**src/rtl/codec_init_sequencer.sv**
```systemverilog
// Codec register init sequencer: walks a fixed table of codec writes into an I2C write engine.
// Optional completion watchdog enabled by defining INIT_TIMEOUT_EN.
module codec_init_sequencer #(
  parameter int unsigned NUM_REGS       = 11,
  parameter logic [6:0]  DEV_ADDR       = 7'h1A,
  parameter int unsigned RETRY_MAX      = 3,
  parameter int unsigned POWERUP_WAIT   = 1000,
  parameter int unsigned TIMEOUT_CYCLES = 4095
) (
  input  logic        clk_i,
  input  logic        rst_i,
  input  logic        start_i,
  output logic        cmd_valid_o,
  input  logic        cmd_ready_i,
  output logic [6:0]  cmd_addr_o,
  output logic [15:0] cmd_data_o,
  input  logic        xfer_done_i,
  input  logic        xfer_nack_i,
  output logic [3:0]  reg_index_o,
  output logic        busy_o,
  output logic        done_o,
  output logic        error_o
);

  localparam int unsigned WaitW  = $clog2(POWERUP_WAIT + 2);
  localparam int unsigned RetryW = $clog2(RETRY_MAX + 2);

  localparam logic [3:0]        LastIdx    = 4'(NUM_REGS - 1);
  localparam logic [WaitW-1:0]  WaitLast   = WaitW'(POWERUP_WAIT - 1);
  localparam logic [RetryW-1:0] RetryLimit = RetryW'(RETRY_MAX);

  typedef enum logic [2:0] {
    StIdle,
    StLoad,
    StIssue,
    StWaitXfer,
    StNext,
    StPwait,
    StDone,
    StFail
  } state_e;

  state_e            state_q, state_d;
  logic              valid_q, valid_d;
  logic [15:0]       data_q, data_d;
  logic [3:0]        idx_q, idx_d;
  logic [RetryW-1:0] retry_q, retry_d;
  logic [WaitW-1:0]  wait_q, wait_d;
  logic              busy_q, busy_d;
  logic              done_q, done_d;
  logic              error_q, error_d;
  logic              ack_ev, nack_ev;

  // Codec word format: {register[6:0], value[8:0]}.
  function automatic logic [15:0] table_word(input logic [3:0] idx);
    logic [15:0] word;
    unique case (idx)
      4'd0:    word = {7'd15, 9'h000};
      4'd1:    word = {7'd6,  9'h010};
      4'd2:    word = {7'd0,  9'h017};
      4'd3:    word = {7'd1,  9'h017};
      4'd4:    word = {7'd2,  9'h079};
      4'd5:    word = {7'd3,  9'h079};
      4'd6:    word = {7'd4,  9'h012};
      4'd7:    word = {7'd5,  9'h000};
      4'd8:    word = {7'd7,  9'h042};
      4'd9:    word = {7'd8,  9'h000};
      4'd10:   word = {7'd9,  9'h001};
      default: word = 16'h0000;
    endcase
    return word;
  endfunction

`ifdef INIT_TIMEOUT_EN
  localparam int unsigned          WdW    = $clog2(TIMEOUT_CYCLES + 2);
  localparam logic [WdW-1:0]       WdLast = WdW'(TIMEOUT_CYCLES - 1);

  logic [WdW-1:0] wd_q, wd_d;
  logic           timeout;

  // Held at zero outside WAIT_XFER, so every entry starts a fresh count.
  assign wd_d    = (state_q == StWaitXfer) ? wd_q + 1'b1 : '0;
  assign timeout = (state_q == StWaitXfer) && !xfer_done_i && (wd_q == WdLast);

  always_ff @(posedge clk_i) begin
    if (rst_i) wd_q <= '0;
    else       wd_q <= wd_d;
  end

  assign nack_ev = (xfer_done_i & xfer_nack_i) | timeout;
`else
  logic unused_timeout_cycles;
  assign unused_timeout_cycles = ^TIMEOUT_CYCLES;
  assign nack_ev = xfer_done_i & xfer_nack_i;
`endif

  assign ack_ev = xfer_done_i & ~xfer_nack_i;

  always_comb begin
    state_d = state_q;
    valid_d = valid_q;
    data_d  = data_q;
    idx_d   = idx_q;
    retry_d = retry_q;
    wait_d  = wait_q;

    unique case (state_q)
      StIdle: begin
        if (start_i) begin
          idx_d   = '0;
          retry_d = '0;
          state_d = StLoad;
        end
      end
      StLoad: begin
        data_d  = table_word(idx_q);
        state_d = StIssue;
      end
      StIssue: begin
        if (!valid_q) begin
          valid_d = 1'b1;
        end else if (cmd_ready_i) begin
          valid_d = 1'b0;
          state_d = StWaitXfer;
        end
      end
      StWaitXfer: begin
        if (ack_ev) begin
          state_d = StNext;
        end else if (nack_ev) begin
          if (retry_q < RetryLimit) begin
            retry_d = retry_q + 1'b1;
            state_d = StIssue;
          end else begin
            state_d = StFail;
          end
        end
      end
      StNext: begin
        retry_d = '0;
        if (idx_q == 4'd0) begin
          wait_d  = '0;
          state_d = StPwait;
        end else if (idx_q == LastIdx) begin
          state_d = StDone;
        end else begin
          idx_d   = idx_q + 4'd1;
          state_d = StLoad;
        end
      end
      StPwait: begin
        if (wait_q == WaitLast) begin
          wait_d = '0;
          if (NUM_REGS == 1) begin
            state_d = StDone;
          end else begin
            idx_d   = 4'd1;
            state_d = StLoad;
          end
        end else begin
          wait_d = wait_q + 1'b1;
        end
      end
      StDone, StFail: begin
        if (start_i) begin
          idx_d   = '0;
          retry_d = '0;
          state_d = StLoad;
        end
      end
      default: state_d = StIdle;
    endcase

    busy_d  = !(state_d inside {StIdle, StDone, StFail});
    done_d  = (state_d == StDone);
    error_d = (state_d == StFail);
  end

  always_ff @(posedge clk_i) begin
    if (rst_i) begin
      state_q <= StIdle;
      valid_q <= 1'b0;
      data_q  <= '0;
      idx_q   <= '0;
      retry_q <= '0;
      wait_q  <= '0;
      busy_q  <= 1'b0;
      done_q  <= 1'b0;
      error_q <= 1'b0;
    end else begin
      state_q <= state_d;
      valid_q <= valid_d;
      data_q  <= data_d;
      idx_q   <= idx_d;
      retry_q <= retry_d;
      wait_q  <= wait_d;
      busy_q  <= busy_d;
      done_q  <= done_d;
      error_q <= error_d;
    end
  end

  assign cmd_valid_o = valid_q;
  assign cmd_addr_o  = DEV_ADDR;
  assign cmd_data_o  = data_q;
  assign reg_index_o = idx_q;
  assign busy_o      = busy_q;
  assign done_o      = done_q;
  assign error_o     = error_q;

endmodule
```
**config.mk**
```make
export PLATFORM = sky130hd
export DESIGN_NAME = codec_init_sequencer
export DESIGN_NICKNAME = d
export VERILOG_FILES = /design/src/rtl/codec_init_sequencer.sv
export SDC_FILE = /design/constraint.sdc
export NUM_CORES = 1
export LEC_CHECK = 0
export CAP_MARGIN = 20
export CORE_MARGIN = 5
export CORE_UTILIZATION = 56
export DETAILED_ROUTE_END_ITERATION = 6
export PLACE_DENSITY = 0.84
export SLEW_MARGIN = 0
export SYNTH_ARGS = -nofsm -noshare
export SYNTH_HDL_FRONTEND = slang
export SYNTH_SLANG_ARGS = --single-unit
```
**constraint.sdc**
```tcl
create_clock -name clk_i -period 2.85 [get_ports clk_i]
set_input_delay 0.57 -clock clk_i [delete_from_list [all_inputs] [get_ports clk_i]]
set_output_delay 0.57 -clock clk_i [all_outputs]
set_load 0.005 [all_outputs]
```
==> qor.tcl <==
set qor(outcome) {completed}
set qor(swShare) 0.256
set qor(initial_utilization) 0.571
set qor(pwr_density_cell_nw_per_um2) 443
set qor(critPathLaunchType) {flip-flop}
set qor(slowest_stage) {sky130_fd_sc_hd__dfxtp_1}
set qor(synth-warning-count) 0
set qor(power.ir.vdd_worst_v) 0.000294
set qor(min_period_over_period) 0.771
set qor(ios) 37
set qor(timing.critical_path.to_type) {output port}
set qor(globalplace.congestion) 0.854
set qor(num_vias) 1730
set qor(async_reset_ff_frac) 0
set qor(hold_buffers) 0
set qor(p_comb_frac) 0.166
set qor(first_pass_grt_wire_length_mm) 6.69
set qor(number_of_detailed_routing_iterations_run_before_antenna_repair) 4
set qor(finClkSkew_ps) 4.81
set qor(most_area_consuming_cells_after_synthesis) {sky130_fd_sc_hd__dfxtp_1 (33%), sky130_fd_sc_hd__nor2_1 (6.2%), sky130_fd_sc_hd__ha_1 (6.1%)}
set qor(yosys_cell_types) 60
set qor(syn_area_per_cell_um2) 8.41
set qor(first_global_vias) 1570
set qor(cp.required_ps) 2280
set qor(antenna_found_initial) 0
set qor(synth_top_cell_area_share) 0.330
set qor(tritoncts_num_sinks) 34
set qor(wl_met3_um) 213
set qor(synth_top_flop_cell) {sky130_fd_sc_hd__dfxtp_1}
set qor(rows) 22
set qor(num-nets-final) 278
set qor(post_drt_wl_per_cell_um) 12.8
set qor(worst_setup_hold_path_clk_slew_ps) 60
set qor(p_int_uw) 767
set qor(drive_above_1_share) 0.0920
set qor(synth.cell_area_um2) 2060
set qor(total_of_buffers_placed_on_input_and_output_ports) 24
set qor(timing.critical_path.max_delay_family) {flip-flops}
set qor(synth_largest_area_cell) {sky130_fd_sc_hd__dfxtp_1}
set qor(fin_crit_ps) 2200
set qor(total_switching_power_uw) 264
set qor(smallest_setup_slack_after_layout_ps) 653
set qor(worstPathArrival_ps) 1630
set qor(p_seq_frac) 0.503
set qor(cts.htree.levels) 2
set qor(fmaxAchievable_ghz) 0.455
set qor(post-dp-hpwl_mm) 3.01
set qor(cp_num_buf_inv) 1
set qor(groute.usage.overall) 0.164
set qor(relSlewSlack) 0.580
set qor(finalHoldViolCount) 0
set qor(syn-instance-count) 245
set qor(ant_nets) 0
set qor(largest_net_degree_at_the_start_of_global_routing) 20
set qor(drt-met1-wl_mm) 1.80
set qor(cap_viol_max_count) 0
set qor(finalSetupViolations) 0
set qor(route.top_layer_used) {met4}
set qor(die_w_um) 70.7
set qor(rsz0062_at_grt) {no}
set qor(number_of_enable_type_register_cells_in_the_synthesized_netlist) 0
set qor(postCtsSetupBuffers) 0
set qor(worstSkewPairLatency_ps) 280
set qor(totalWireLength_mm) 3.96
set qor(final.fill_count) 313
set qor(buffers_from_clock_root_to_sink_at_most) 2
set qor(seq_area_frac_synth) 0.330
set qor(postSynthRegisterBits) 34
set qor(iter_0_drt_violations) 122
set qor(core_um2) 3610
set qor(global_route.overflow_total) 0
set qor(timing_worst_setup_path_type) {flip-flop to output port}
set qor(post_cts_resize_count) 0
set qor(slew_viol_final) 0
set qor(p_leak_uw) 0.000845
set qor(tritoncts.num_buffers) 5
set qor(cts_tree) {done}
set qor(routed_via_density) 5.60
set qor(worst-slew-pin-transition_ps) 629
set qor(tns_ps) 0
set qor(pre_cts_ws_ps) 667
set qor(drcViolationCount) 0
set qor(floorplan.die_area_um2) 4990
set qor(path_cells) {clkdlybuf4s50_1}
set qor(antenna_diodes) 0
set qor(clock_tree.root_cell) {sky130_fd_sc_hd__clkbuf_8}
set qor(crit_fanout) 19
set qor(area_delta_synth_final_pct) 12.9
set qor(clock_power_share) 0.331
set qor(die_h_um) 70.7
set qor(met2_length_mm) 1.88
set qor(hp-class) {flip-flop to flip-flop}
set qor(critical-path-max-stage-delay_ps) 720
[per-layer routing]
metal | up-vias | track usage
li1 | 877 | -
met1 | 818 | 0.191
met2 | 28 | 0.283
met3 | 7 | 0.0568
met4 | 0 | 0.0501
met5 | - | 0
[cell usage in the layout, fill, tap and decap left out, types with 3 or more instances in the layout]
cell,synthesis,layout
sky130_fd_sc_hd__nor3_1,10,10
sky130_fd_sc_hd__clkdlybuf4s50_1,0,24
sky130_fd_sc_hd__nand2_1,21,21
sky130_fd_sc_hd__a21oi_1,14,14
sky130_fd_sc_hd__o21ai_0,7,7
sky130_fd_sc_hd__o21a_1,3,3
sky130_fd_sc_hd__clkbuf_8,0,6
sky130_fd_sc_hd__ha_1,10,10
sky130_fd_sc_hd__mux2i_1,3,3
sky130_fd_sc_hd__conb_1,2,12
sky130_fd_sc_hd__buf_4,13,3
sky130_fd_sc_hd__nor2_1,34,34
sky130_fd_sc_hd__inv_1,5,5
sky130_fd_sc_hd__dfxtp_1,34,34
sky130_fd_sc_hd__nand3_1,5,5
sky130_fd_sc_hd__nand2b_1,5,5
sky130_fd_sc_hd__a311oi_1,8,8
sky130_fd_sc_hd__nand3b_1,4,4
sky130_fd_sc_hd__nor2b_1,3,3
[power groups by stage]
| stage | logic [uW] | registers [uW] | clock network [uW] |
|---|---|---|---|
| after CTS | 172 | 518 | 353 |
| final | 171 | 518 | 341 |
| after detailed placement | 172 | 528 | 0 |
| after global placement | 168 | 528 | 0 |
| after floorplan | 127 | 520 | 0 |
| after global routing | 193 | 521 | 370 |
[final timing paths]
| check | from | to | slack (ps) | cells after the start |
|---|---|---|---|---|
| setup / recovery | reg_index_o[3] | reg_index_o[3] | 650 | 1 |
| hold / removal | cmd_data_o[2] | cmd_data_o[2] | 470 | 2 |
| setup reg to reg | reg_index_o[1] | error_o | 790 | 7 |
| hold reg to reg | cmd_data_o[2] | cmd_data_o[2] | 470 | 2 |
[sequential cells by signal, summed over array words and instances (netlist names)]
name and flops:
reg_index_o 4, wait_q 10, done_o 1, cmd_data_o 10, state_q 3, retry_q 3
cmd_valid_o 1, error_o 1, busy_o 1
[Yosys cell counts, drive strengths merged, types with 2 or more instances]
| cell type | n |
|---|---|
| a21oi | 15 |
| a22oi | 2 |
| a311oi | 8 |
| a31oi | 2 |
| and2 | 2 |
| and3 | 2 |
| buf | 20 |
| clkbuf | 7 |
| conb | 2 |
| dfxtp | 34 |
| ha | 10 |
| inv | 5 |
| mux2i | 3 |
| nand2 | 21 |
| nand2b | 7 |
| nand3 | 5 |
| nand3b | 4 |
| nand4 | 2 |
| nor2 | 36 |
| nor2b | 3 |
| nor3 | 11 |
| nor4 | 2 |
| o211a | 2 |
| o211ai | 2 |
| o21a | 3 |
| o21ai | 8 |
| o22ai | 2 |
[logic make-up (layout without fill, tap and decap cells)]
logic type,after synthesis,count (layout),synth area share
adder cells (fa/ha/maj),10,10,0.0607
multiplexers,4,4,0.0200
other,2,12,0.00364
XOR/XNOR,2,2,0.00850
AND/OR/NAND/NOR,105,105,0.277
flip-flops,34,34,0.330
AO/OA/AOI/OAI,56,56,0.205
buffers and inverters,32,38,0.0947
[per-stage QoR]
| stage | area [um2] | util | hold WS [ps] | total power (uW) | instances |
|---|---|---|---|---|---|
| 6_report | 2330 | 0.645 | 465 | 1030 | 309 |
| 5_1_grt | 2330 | 0.645 | 506 | 1080 | 309 |
| 4_1_cts | 2330 | 0.645 | 464 | 1040 | 309 |
| 3_5_place_dp | 2240 | 0.622 | 456 | 700 | 303 |
| 3_3_place_gp | 2240 | 0.622 | 444 | 696 | 303 |
| 2_1_floorplan | 2100 | - | 448 | 647 | 255 |
[final cells by class]
cell class	count	area [um2]	share of cell area
flip-flops and latches	34	681	0.292
multi-input cells	189	1220	0.525
well taps	48	60.1	0.0258
repair buffers	27	263	0.113
inverters	5	18.8	0.00806
clock buffers	6	82.6	0.0355
Power figures use the tool's default switching activity.
